`src/rtl/bit_serializer.sv`:
```
// bit_serializer: parallel word to bit stream with a one-word holding buffer.
// Define SER_PARITY_EN to append an even-parity bit after each word.
module bit_serializer #(
  parameter int WIDTH     = 8,
  parameter bit MSB_FIRST = 1'b1,
  parameter bit IDLE_BIT  = 1'b0
) (
  input  logic             clk,
  input  logic             rst,
  input  logic [WIDTH-1:0] in_data,
  input  logic             in_valid,
  output logic             in_ready,
  output logic             a,
  output logic             a_valid,
  output logic             frame_start,
  output logic             busy
);

  localparam int CW = $clog2(WIDTH);
  localparam logic [CW-1:0] LAST = CW'(WIDTH - 1);

  typedef enum logic [1:0] {
    IDLE   = 2'd0,
    SHIFT  = 2'd1,
    PARITY = 2'd2
  } state_t;

  state_t           state_q;
  state_t           state_d;
  logic [WIDTH-1:0] shreg_q;
  logic [WIDTH-1:0] shreg_d;
  logic [CW-1:0]    cnt_q;
  logic [CW-1:0]    cnt_d;
  logic [WIDTH-1:0] hold_q;
  logic [WIDTH-1:0] hold_d;
  logic             hold_full_q;
  logic             hold_full_d;
  logic             a_q;
  logic             a_d;
  logic             a_valid_q;
  logic             a_valid_d;
  logic             fs_q;
  logic             fs_d;
`ifdef SER_PARITY_EN
  logic             par_q;
  logic             par_d;
`endif

  logic             accept;
  logic             fin;
  logic             load;
  logic [WIDTH-1:0] load_word;

  function automatic logic head(input logic [WIDTH-1:0] w);
    return MSB_FIRST ? w[WIDTH-1] : w[0];
  endfunction

  function automatic logic [WIDTH-1:0] tail(
    input logic [WIDTH-1:0] w
  );
    return MSB_FIRST ? (w << 1) : (w >> 1);
  endfunction

  assign in_ready = ~rst & ~hold_full_q;
  assign accept   = in_valid & in_ready;

  // fin marks a cycle whose next edge may start a new word
  always_comb begin
    fin = 1'b1;
    unique case (state_q)
      IDLE: fin = 1'b1;
`ifdef SER_PARITY_EN
      SHIFT:  fin = 1'b0;
      PARITY: fin = 1'b1;
`else
      SHIFT:  fin = (cnt_q == LAST);
`endif
      default: fin = 1'b1;
    endcase
  end

  always_comb begin
    state_d     = state_q;
    shreg_d     = shreg_q;
    cnt_d       = cnt_q;
    hold_d      = hold_q;
    hold_full_d = hold_full_q;
    a_d         = a_q;
    a_valid_d   = a_valid_q;
    fs_d        = 1'b0;
`ifdef SER_PARITY_EN
    par_d       = par_q;
`endif
    load        = 1'b0;
    load_word   = in_data;

    if (fin) begin
      if (hold_full_q) begin
        load        = 1'b1;
        load_word   = hold_q;
        hold_full_d = 1'b0;
      end else if (accept) begin
        load        = 1'b1;
        load_word   = in_data;
      end else begin
        state_d     = IDLE;
        a_d         = IDLE_BIT;
        a_valid_d   = 1'b0;
      end
    end else begin
      if (accept) begin
        hold_d      = in_data;
        hold_full_d = 1'b1;
      end
`ifdef SER_PARITY_EN
      if (cnt_q == LAST) begin
        state_d = PARITY;
        a_d     = par_q;
      end else begin
        a_d     = head(shreg_q);
        shreg_d = tail(shreg_q);
        cnt_d   = cnt_q + 1'b1;
      end
`else
      a_d     = head(shreg_q);
      shreg_d = tail(shreg_q);
      cnt_d   = cnt_q + 1'b1;
`endif
    end

    if (load) begin
      state_d   = SHIFT;
      a_d       = head(load_word);
      shreg_d   = tail(load_word);
      cnt_d     = '0;
      a_valid_d = 1'b1;
      fs_d      = 1'b1;
`ifdef SER_PARITY_EN
      par_d     = ^load_word;
`endif
    end
  end

  always_ff @(posedge clk) begin
    if (rst) begin
      state_q     <= IDLE;
      shreg_q     <= '0;
      cnt_q       <= '0;
      hold_q      <= '0;
      hold_full_q <= 1'b0;
      a_q         <= IDLE_BIT;
      a_valid_q   <= 1'b0;
      fs_q        <= 1'b0;
`ifdef SER_PARITY_EN
      par_q       <= 1'b0;
`endif
    end else begin
      state_q     <= state_d;
      shreg_q     <= shreg_d;
      cnt_q       <= cnt_d;
      hold_q      <= hold_d;
      hold_full_q <= hold_full_d;
      a_q         <= a_d;
      a_valid_q   <= a_valid_d;
      fs_q        <= fs_d;
`ifdef SER_PARITY_EN
      par_q       <= par_d;
`endif
    end
  end

  assign a           = a_q;
  assign a_valid     = a_valid_q;
  assign frame_start = fs_q;
  assign busy        = (state_q != IDLE) | hold_full_q;

endmodule
```
`config.mk`:
```
export PLATFORM = sky130hd
export DESIGN_NAME = bit_serializer
export DESIGN_NICKNAME = d
export VERILOG_FILES = /design/src/rtl/bit_serializer.sv
export SDC_FILE = /design/constraint.sdc
export NUM_CORES = 1
export LEC_CHECK = 0
export BUFFER_PORTS_ARGS = -buffer_cell sky130_fd_sc_hd__buf_2
export CAP_MARGIN = 20
export CORE_MARGIN = 4
export CORE_UTILIZATION = 53
export CTS_BUF_LIST = sky130_fd_sc_hd__clkbuf_16
export CTS_CLUSTER_SIZE = 20
export DETAILED_ROUTE_END_ITERATION = 10
export PLACE_DENSITY = 0.8
export SLEW_MARGIN = 10
export SYNTH_ARGS = -nofsm -noshare
export SYNTH_HDL_FRONTEND = slang
export SYNTH_SLANG_ARGS = --single-unit
export TNS_END_PERCENT = 30
```
`constraint.sdc`:
```
create_clock -name clk -period 3.1 [get_ports clk]
set_clock_uncertainty 0.05 [all_clocks]
set_input_delay 0.31 -clock clk [delete_from_list [all_inputs] [get_ports clk]]
set_output_delay 0.31 -clock clk [all_outputs]
set_load 0.005 [all_outputs]
```
==> flow_summary.json <==
{
  "yosysUniqueCellTypes": 27,
  "fin_nets": 125,
  "rsz0062_at_grt": "no",
  "wire_per_inst_um": 14.1,
  "cts_tree": "yes",
  "synth_area_leaders": "dfxtp_1, mux2i_1, nor2_1",
  "firstDrtPassIters": 4,
  "status": "completed",
  "htree_levels": 1,
  "post-dp-hpwl_mm": 1.35,
  "io_buffers": 15,
  "clockBufferDepth": 2,
  "io-pin-count": 16,
  "grt_util_all_layers": 0.164,
  "clk_latency_ns": 0.25,
  "peakVddDrop_uv": 624,
  "antenna_found_initial": 0,
  "slew_violations": 0,
  "tightest_slew_ns": 0.790,
  "vias_per_cell": 5.73,
  "min_from": "in_data[0]",
  "rr_startpoint": "cnt_q[0]",
  "min_period_ns": 2.15,
  "root_buffer": "clkbuf_16",
  "grt_overflow_total": 0,
  "seq_area_frac_synth": 0.467,
  "drc_errors": 0,
  "synth_nets": 111,
  "final.setup.tns_ns": 0,
  "slew_headroom": 0.473,
  "post_cts_resized": 0,
  "n_antenna_cell": 0,
  "synth_cells": 98,
  "path_clk_slew_ns": 0.06,
  "core_area_um2": 1590,
  "drive_gt1_frac": 0.216,
  "finalHoldViolCount": 0,
  "die_w_um": 50.2,
  "area_growth_pct": 15.7,
  "leakagePower_nw": 0.476,
  "synth.top_cell.area_share": 0.467,
  "critPathArrivalTime_ns": 2.22,
  "grt_max_degree": 23,
  "hold_depth": 3,
  "fin_crit_sh": 0.692,
  "end_kind": "flip-flop",
  "maxCapViolCount": 0,
  "final_common_cell": "dfxtp_1",
  "drt-initial-drc-count": 19,
  "hold_path_class": "primary input to flip-flop",
  "vias": 773,
  "setup_viol": 0,
  "cts.sinks": 22,
  "critPathRequiredTime_ns": 3.18,
  "ys_warn_count": 0,
  "ant_nets": 0,
  "gp_congestion": 0.795,
  "grt_pass1_vias": 741,
  "worst_slack_ns": 0.955,
  "layout_common_cells": "dfxtp_1, nor2_1, buf_2, mux2i_1, a21oi_1",
  "syn_area_um2": 943,
  "cts_setup_buffers": 0,
  "synth_area_leader_cell": "dfxtp_1",
  "start_util": 0.592,
  "ff2ff_path_depth": 6,
  "max_freq_mhz": 466,
  "cts_hold_buf": 0,
  "die-height_um": 50.2,
  "pwr_density_cell_nw_per_um2": 575,
  "drt_wl_total_mm": 1.91,
  "syn_avg_cell_area_um2": 9.63,
  "row_count": 14,
  "crit_path_start": "cnt_q[0]",
  "grt_pass1_wl_mm": 3.24,
  "ys_seq_elements": 22,
  "fp.dieArea_um2": 2520,
  "critPathMaxFanout": 8,
  "setup.worst_path.class": "flip-flop to flip-flop",
  "pre_cts_ws_ns": 0.972,
  "cts_made_buffers": 3,
  "critPathLaunchType": "flip-flop"
}
[cell families (layout without fill, tap and decap cells)]
logic type	count (synthesis)	count (layout)	share of synthesized area
mux	12	12	0.127
simple gates	37	37	0.212
fa+ha+maj	2	2	0.0265
compound gates	18	18	0.125
flops	22	22	0.467
buf+inv	7	20	0.0424
[worst max-delay path, stage by stage (launching register included)]
cell,delay (ns)
dfxtp_1,0.32
ha_1,0.20
ha_1,0.19
nand2b_1,0.25
nor3b_2,0.68
mux2i_1,0.27
nor2_1,0.06
[cell usage after synthesis (all sizes together)]
library cell / instances
a221oi: 4
ha: 2
buf: 5
or3: 1
nand2b: 1
nand2: 3
clkbuf: 1
a22oi: 4
mux2i: 12
nor3: 3
o21ai: 4
a21oi: 5
nor4: 1
nand3: 4
nor2b: 1
dfxtp: 22
and2b: 1
and3: 4
or2: 1
inv: 1
nor3b: 1
nor2: 16
o21a: 1
[cell type report]
type / count / area, um^2
fillers: 132 / 503
multi-input cells: 69 / 463
flip-flops and latches: 22 / 440
clock buffers: 3 / 75.1
repair buffers: 15 / 75.1
well taps: 24 / 30.0
clock inverters: 1 / 3.75
inverters: 1 / 3.75
[per-stage QoR]
| step | area, um^2 | power, mW | std cells | utilization | hold WS, ns |
|---|---|---|---|---|---|
| after floorplan | 943 | 0.346 | 98 | - | 0.378 |
| after global placement | 1010 | 0.363 | 131 | 0.635 | 0.397 |
| after detailed placement | 1010 | 0.365 | 131 | 0.635 | 0.395 |
| after CTS | 1090 | 0.628 | 135 | 0.684 | 0.270 |
| after global routing | 1090 | 0.647 | 135 | 0.684 | 0.275 |
| final | 1090 | 0.628 | 135 | 0.684 | 0.269 |
[power by group]
group          total (mW)  switching (mW)  internal (mW)  leakage, nW
sequential          0.302         0.00721          0.295        0.179
clock               0.268          0.0964          0.172       0.0385
combinational      0.0579          0.0332         0.0247        0.258
total               0.628           0.137          0.491        0.476
[path summary, 6_finish.rpt]
path,to,slack [ns]
worst max-delay path,hold_q[5],0.95
worst min-delay path,hold_q[0],0.27
worst max register to register,hold_q[5],0.95
worst min register to register,a,0.41
[metal layers]
layer  routed length, um  vias up  part of all wire  track usage
met4                  29        0             0.015       0.0553
met1                 898      370              0.47        0.217
met5                   0        -                 0            0
li1                    -      375                 -            -
met2                 850       24              0.45        0.246
met3                 128        4             0.067       0.0592
[state kept, by name, summed over array words and instances, names as in the netlist]
register	count
a	1
state_q	1
hold_full_q	1
cnt_q	3
shreg_q	7
hold_q	8
frame_start	1
Power figures use the tool's default switching activity.
